File: src/rtl/ntt_pkg.sv
// rtl/ntt_pkg.sv - shared NTT modulus defaults and Barrett constant helpers
package ntt_pkg;

  // Default coefficient width and modulus shared by mod_mul_pipe and mod_add
  localparam int NTT_WIDTH = 32;
  localparam int NTT_Q     = 3329;

  // Smallest n such that 2^n >= v (v >= 1)
  function automatic int ntt_clog2(input int v);
    int     r;
    longint x;
    r = 0;
    x = 1;
    while (x < longint'(v)) begin
      x = x << 1;
      r = r + 1;
    end
    return r;
  endfunction

  // Barrett shift: twice the modulus bit length so that any p < Q^2 reduces
  // to within two subtractions of the true residue
  function automatic int barrett_k(input int q);
    return 2 * ntt_clog2(q);
  endfunction

  // Barrett multiplier floor(2^K / Q)
  function automatic logic [63:0] barrett_mu(input int q);
    int k;
    k = barrett_k(q);
    return (64'd1 << k) / 64'(q);
  endfunction

endpackage

File: src/rtl/barrett_reduce.sv
// rtl/barrett_reduce.sv - two-stage Barrett reduction of a double-width product
module barrett_reduce
  import ntt_pkg::*;
#(
  parameter int WIDTH = NTT_WIDTH,
  parameter int Q     = NTT_Q
) (
  input  logic                 clk,
  input  logic                 rst_n,
  input  logic                 stall,
  input  logic [2*WIDTH-1:0]   p_in,
  output logic [WIDTH-1:0]     r_out
);

  localparam int PW  = 2 * WIDTH;
  localparam int CL  = ntt_clog2(Q);
  localparam int K   = barrett_k(Q);
  // Q > 2^(CL-1) bounds MU below 2^(CL+1)
  localparam int MUW = CL + 1;
  localparam logic [MUW-1:0] MU  = MUW'(barrett_mu(Q));
  localparam logic [PW-1:0]  Q_P = PW'(Q);

  logic [PW-1:0]     p2_d, p2_q;
  logic [PW-1:0]     t2_d, t2_q;
  logic [PW+MUW-1:0] p_mu;
  logic [PW-1:0]     tq;
  logic [PW-1:0]     r0, r1, r2;
  logic [WIDTH-1:0]  r_d, r_q;

  // Stage 2 next state: keep the product and form the quotient estimate
  always_comb begin
    p_mu = {{MUW{1'b0}}, p_in} * {{PW{1'b0}}, MU};
    p2_d = p2_q;
    t2_d = t2_q;
    if (!stall) begin
      p2_d = p_in;
      t2_d = PW'(p_mu >> K);
    end
  end

  // Stage 3 next state: remainder estimate, then up to two corrections
  always_comb begin
    tq  = t2_q * Q_P;
    r0  = p2_q - tq;
    r1  = (r0 >= Q_P) ? (r0 - Q_P) : r0;
    r2  = (r1 >= Q_P) ? (r1 - Q_P) : r1;
    r_d = stall ? r_q : WIDTH'(r2);
  end

  // Stage 2/3 registers; all advance together under the shared stall
  always_ff @(posedge clk or negedge rst_n) begin
    if (!rst_n) begin
      p2_q <= '0;
      t2_q <= '0;
      r_q  <= '0;
    end else begin
      p2_q <= p2_d;
      t2_q <= t2_d;
      r_q  <= r_d;
    end
  end

  assign r_out = r_q;

endmodule

File: src/rtl/mod_mul_pipe.sv
// rtl/mod_mul_pipe.sv - 3-stage (a*b) mod Q pipeline; MOD_MUL_RANGE_CHECK_EN adds sticky err_range
module mod_mul_pipe
  import ntt_pkg::*;
#(
  parameter int WIDTH = NTT_WIDTH,
  parameter int Q     = NTT_Q,
  parameter int TAG_W = 8
) (
  input  logic              clk,
  input  logic              rst_n,
  input  logic              in_valid,
  output logic              in_ready,
  input  logic [WIDTH-1:0]  a,
  input  logic [WIDTH-1:0]  b,
  input  logic [TAG_W-1:0]  in_tag,
  output logic              out_valid,
  input  logic              out_ready,
  output logic [WIDTH-1:0]  result,
  output logic [TAG_W-1:0]  out_tag,
  output logic              err_range
);

  localparam int PW = 2 * WIDTH;

  logic              adv;
  logic              v1_d, v1_q;
  logic [PW-1:0]     p1_d, p1_q;
  logic [TAG_W-1:0]  tag1_d, tag1_q;
  logic              v2_d, v2_q;
  logic [TAG_W-1:0]  tag2_d, tag2_q;
  logic              v3_d, v3_q;
  logic [TAG_W-1:0]  tag3_d, tag3_q;

  // Whole pipe moves when the output slot is empty or being drained
  assign adv      = !v3_q || out_ready;
  assign in_ready = adv;

  // Stage 1 product plus valid/tag shift chain through all three stages
  always_comb begin
    v1_d   = v1_q;
    p1_d   = p1_q;
    tag1_d = tag1_q;
    v2_d   = v2_q;
    tag2_d = tag2_q;
    v3_d   = v3_q;
    tag3_d = tag3_q;
    if (adv) begin
      v1_d   = in_valid;
      p1_d   = {{WIDTH{1'b0}}, a} * {{WIDTH{1'b0}}, b};
      tag1_d = in_tag;
      v2_d   = v1_q;
      tag2_d = tag1_q;
      v3_d   = v2_q;
      tag3_d = tag2_q;
    end
  end

  // Stage 1 datapath and per-stage valid/tag registers
  always_ff @(posedge clk or negedge rst_n) begin
    if (!rst_n) begin
      v1_q   <= 1'b0;
      p1_q   <= '0;
      tag1_q <= '0;
      v2_q   <= 1'b0;
      tag2_q <= '0;
      v3_q   <= 1'b0;
      tag3_q <= '0;
    end else begin
      v1_q   <= v1_d;
      p1_q   <= p1_d;
      tag1_q <= tag1_d;
      v2_q   <= v2_d;
      tag2_q <= tag2_d;
      v3_q   <= v3_d;
      tag3_q <= tag3_d;
    end
  end

  barrett_reduce #(
    .WIDTH (WIDTH),
    .Q     (Q)
  ) u_barrett (
    .clk   (clk),
    .rst_n (rst_n),
    .stall (!adv),
    .p_in  (p1_q),
    .r_out (result)
  );

  assign out_valid = v3_q;
  assign out_tag   = tag3_q;

`ifdef MOD_MUL_RANGE_CHECK_EN
  localparam logic [WIDTH-1:0] Q_W = WIDTH'(Q);

  logic err_d, err_q;

  // Latch any accepted operand outside 0..Q-1; only reset clears it
  always_comb begin
    err_d = err_q;
    if (in_valid && adv && ((a >= Q_W) || (b >= Q_W))) begin
      err_d = 1'b1;
    end
  end

  // Sticky range error flag
  always_ff @(posedge clk or negedge rst_n) begin
    if (!rst_n) begin
      err_q <= 1'b0;
    end else begin
      err_q <= err_d;
    end
  end

  assign err_range = err_q;
`else
  assign err_range = 1'b0;
`endif

endmodule

File: config.mk
export PLATFORM = sky130hd
export DESIGN_NAME = mod_mul_pipe
export DESIGN_NICKNAME = d
export VERILOG_FILES = /design/src/rtl/ntt_pkg.sv /design/src/rtl/barrett_reduce.sv /design/src/rtl/mod_mul_pipe.sv
export SDC_FILE = /design/constraint.sdc
export NUM_CORES = 2
export LEC_CHECK = 0
export CORE_ASPECT_RATIO = 0.5
export CORE_MARGIN = 1.5
export CORE_UTILIZATION = 50
export DETAILED_ROUTE_END_ITERATION = 8
export PLACE_DENSITY = 0.72
export SLEW_MARGIN = 20
export SYNTH_ARGS = -nofsm -noshare
export SYNTH_HDL_FRONTEND = slang
export SYNTH_SLANG_ARGS = --single-unit
File: constraint.sdc
create_clock -name clk -period 13 [get_ports clk]
set_input_delay 1.95 -clock clk [delete_from_list [all_inputs] [get_ports clk]]
set_output_delay 1.95 -clock clk [all_outputs]
set_load 0.1 [all_outputs]
; ---- Yosys cells after proc, flatten, opt, wreduce, memory -nomap -nowiden
; Cells that the tools add are included.
[word_totals]
regBits = 240
inputBits = 76
output_inout_bits = 43
wordCells = 22
[classes]
n_addsub = 3
mul = 3
n_lt_le_gt_ge = 2
mux = 2
reduce_logical = 2
[op_table]
columns = operator, count
row1 = $ge 64x12->1 const B, 2
row2 = $mul 64x13->77 const B, 1
row3 = $mul 32x32->64, 1
row4 = $mul 53x12->64 const B, 1
row5 = $mux 64, 1
row6 = $sub 64x12->64 const B, 1
row7 = $sub 64x64->64, 1
row8 = $mux 32, 1
row9 = $sub 32x12->32 const B, 1
row10 = $logic_not 1->1, 1
row11 = $logic_or 1x1->1, 1

; ---- Depth between registers and ports, before layout
[depth]
depth_word = 6
mapped_depth = 37
depth_no_buf = 33

; ---- By module
; From an unflattened synthesis, not the netlist that was laid out.
[unflattened]
hier_cells = 7819
hier_area_um2 = 71148.2
[by_module_without_submodules]
columns = mod, n_inst, cells_each, area_per_inst_um2, seq_area_each_um2
row1 = mod_mul_pipe, 1, 4034, 36650.2, 2277.2
row2 = barrett_reduce, 1, 3785, 34498.1, 3728.6

; ---- Worst setup path before layout
; OpenSTA, ideal clock, no wires.
[synth_timing]
kind = input to register
start = in a[17]
end = reg p1_q[63]
setup_time_ns = 0.137
t_arrival_ns = 10.164
required_time_ns = 12.863
setup_slack_ns = 2.699
cell_stages = 32
path_buffers = 1
cell_sequence = clkbuf_1 nand2_1 fa_1 inv_1 fa_1 inv_1 fa_1 inv_1 fa_1 inv_1 fa_1 inv_1 fa_1 fa_1 inv_1 fa_1 inv_1 ha_1 a21o_1 a211o_1 o41a_1 a41o_1 a211oi_1 nor2_1 a211oi_1 nor3b_1 o21ai_0 a2111oi_0 or4b_2 a31oi_1 xnor2_1 a21oi_1
[synth_via]
elab_chain_cells = 1
[synth_lines]
columns = element, line
row1 = "start, declared", mod_mul_pipe.sv:13  ; input logic [WIDTH-1:0] a,
row2 = $mul 32x32->64, mod_mul_pipe.sv:49  ; p1_d = {{WIDTH{1'b0}}, a} * {{WIDTH{1'b0}}, b};
row3 = "end signal, assigned", mod_mul_pipe.sv:70  ; p1_q <= p1_d;
row4 = "end, declared", mod_mul_pipe.sv:27  ; logic [PW-1:0] p1_d, p1_q;
; No other way between the ends.
; A chain may end at the register's enable or synchronous reset.

; ---- Final worst setup path
[layout_timing]
start = in b[5]
end = reg p1_q[63]
[layout_via]
elab_chain_cells = 1
[layout_lines]
columns = element, line
row1 = "start, declared", mod_mul_pipe.sv:14  ; input logic [WIDTH-1:0] b,
row2 = $mul 32x32->64, mod_mul_pipe.sv:49
; No other way between the ends.

==> results.json <==
{
  "grt_max_degree": 177,
  "slew_headroom_pct": 20.5,
  "min_to": "out_valid",
  "worstSetupPathType": "in2reg",
  "status": "complete, no violations",
  "cts-resized-gates": 0,
  "reg2reg_to": "u_barrett.r_out[1]",
  "syn_area_per_cell_sq_um": 8.96,
  "path_buf_inv": 5,
  "synth_top_area_share_pct": 40.7,
  "die_width_microns": 530,
  "period_needed_ps": 11380,
  "ys_seq_area_share_pct": 8.65,
  "drcViolationCount": 0,
  "die-area_sq_um": 141000,
  "antenna_found_initial": 10,
  "cts_tree": "done",
  "synth_common_cells": "1781 x inv_1, 1412 x fa_1, 1172 x nand2_1",
  "routabilityCongestion": 0.949,
  "synthesis.area_sq_um": 69500,
  "grt_pass1_wl_mm": 286,
  "io_buffer_count": 117,
  "root_buffer": "clkbuf_16",
  "arrival_ps": 11820,
  "cts.clk_slew.worst_paths_ps": 70,
  "finalCritPeriodShare_pct": 87.6,
  "grt_overflow": 0,
  "syn-num-nets": 10031,
  "totalWireLength_mm": 174,
  "reg2reg_slack_ps": 2420,
  "dpl_cell_area_sq_um": 72500,
  "cp_max_fo": 17,
  "finalClockSkew_ps": 16.8,
  "drt_pass1_iterations": 7,
  "ys_types": 104,
  "avgRoutedWirePerCell_microns": 18.2,
  "drv_slew": 0,
  "post_cts_buffers": 0,
  "yosys-top-cells-area": "fa_1 41%, ha_1 14%, inv_1 9.6%, dfrtp_1 8.6%, nand2_1 6.3%",
  "ys_seq_elements": 240,
  "cpMostUsedCell": "fa_1",
  "cpPeakStageDelay_ps": 910,
  "drive_above_1_share_pct": 2.85,
  "grt_setup_unrepaired": "false",
  "finalSetupTns_ps": 0,
  "max_slew.worst_pin.slew_ps": 1190,
  "yosys.area.top_type": "fa_1",
  "pin_count": 119,
  "hp-start": "v2_q",
  "htreeDepth": 1,
  "synth_edf_count": 0,
  "min_path_cells": 1,
  "cap_violations": 0,
  "clock.fmax_mhz": 87.8,
  "critPathLaunchType": "primary input",
  "nets": 9963,
  "cp_slowest_cell": "clkdlybuf4s50_1",
  "yosysMostFrequentCell": "inv_1",
  "rr_startpoint": "u_barrett.t2_q[1]",
  "fin_hold_ws_ps": 453,
  "die_h_microns": 267,
  "worst_r2r_path_depth": 30,
  "grt_usage_pct": 25.4,
  "start_util_pct": 50.5,
  "path_delay_family": "adder cells",
  "critPathRequiredTime_ps": 13440,
  "stdcell_area_sq_um": 73500,
  "area_delta_synth_final_pct": 5.78,
  "drt_iter0_drc": 4051,
  "synth_warnings": 0,
  "first_global_vias": 53067,
  "hp-class": "reg2reg",
  "syn_inst": 7754,
  "ys.flop_type": "dfrtp_1",
  "cts_max_path_buffers": 3,
  "ant_nets": 0,
  "cts_sinks": 240,
  "num_rows": 96,
  "cts_hold_buf": 0,
  "core_sq_um": 138000,
  "finalSetupViolations": 0,
  "place_hpwl_mm": 145,
  "via_count": 51381,
  "async_flop_share_pct": 100,
  "clk_latency_ps": 610,
  "viasPerCell": 5.37,
  "cts_made_buffers": 29,
  "n_fill_cell": 12328,
  "hold_viol": 0,
  "worstSetupEndpointType": "flop"
}
[routing by layer]
metal | part of all wire, % | track usage [%]
met1 | 46 | 37.5
met2 | 43 | 39.1
met3 | 8.1 | 4.28
met4 | 2.4 | 5.27
met5 | 0.028 | 0
[flip-flops by register name, summed over array words and instances (netlist names)]
name / flops
out_tag: 8
out_valid: 1
v1_q: 1
u_barrett.t2_q: 53
u_barrett.r_out: 32
v2_q: 1
p1_q: 64
tag1_q: 8
u_barrett.p2_q: 64
tag2_q: 8
[area by class of cell]
class	instances	area, sq um	share of cell area [%]
Antenna cell	5	12.5	0.0170
Clock buffer	37	796	1.08
Clock inverter	16	196	0.267
Inverter	1782	6700	9.11
Multi-Input combinational cell	5422	55600	75.6
Sequential cell	240	6010	8.17
Tap cell	1862	2330	3.17
Timing Repair Buffer	211	1870	2.54
[worst register-to-register path, delay by kind of cell (launching register included)]
kind / cells / cell delay [ps]
multiplexers: 2 / 630
XOR/XNOR: 1 / 220
AND/OR/NAND/NOR: 8 / 2380
flip-flops: 1 / 470
buffers and inverters: 4 / 930
adder cells (fa/ha/maj): 7 / 2740
AO/OA/AOI/OAI: 8 / 3130
[worst max-delay path by stage]
| stage | slack [ps] | cells past startpoint | to | startpoint |
|---|---|---|---|---|
| 6_report | 1620 | 29 | p1_q[63] | b[5] |
| 5_1_grt | 1150 | 29 | p1_q[63] | b[5] |
| 4_1_cts | 1670 | 29 | p1_q[63] | b[5] |
| 3_5_place_dp | 1050 | 29 | p1_q[63] | b[5] |
| 3_3_place_gp | 1090 | 29 | p1_q[63] | b[5] |
| 2_1_floorplan | 2700 | 32 | p1_q[63] | a[17] |
[logic make-up (layout without fill, tap and decap cells)]
family,after synthesis,after routing,share of synthesized area (%)
xor+xnor,171,171,2.16
mux,20,20,0.321
other cells,1,6,0.00540
compound gates,888,888,8.29
simple gates,2141,2141,14.3
fa+ha+maj,2201,2201,54.9
flops,240,240,8.65
buf+inv,2092,2046,11.4
[cell usage in the layout (no fill, tap or decap), types with 111 or more instances in the layout]
| cell | instances |
|---|---|
| clkdlybuf4s50_1 | 111 |
| dfrtp_1 | 240 |
| nor2_1 | 233 |
| fa_1 | 1412 |
| inv_1 | 1781 |
| ha_1 | 789 |
| o21ai_0 | 220 |
| nand2_1 | 1172 |
| and2_1 | 265 |
| a21oi_1 | 238 |
[through the flow]
step                cells  worst slack (ps)  utilization, %
global route         9574              1150            53.4
CTS                  9570              1670            53.4
detailed placement   9517              1050            52.7
floorplan            7754              2700               -
global placement     9517              1090            52.7
finish               9575              1620            53.4
Power is not shown: default switching activity piles up to over one toggle a cycle in this logic, so the estimate is an artifact.
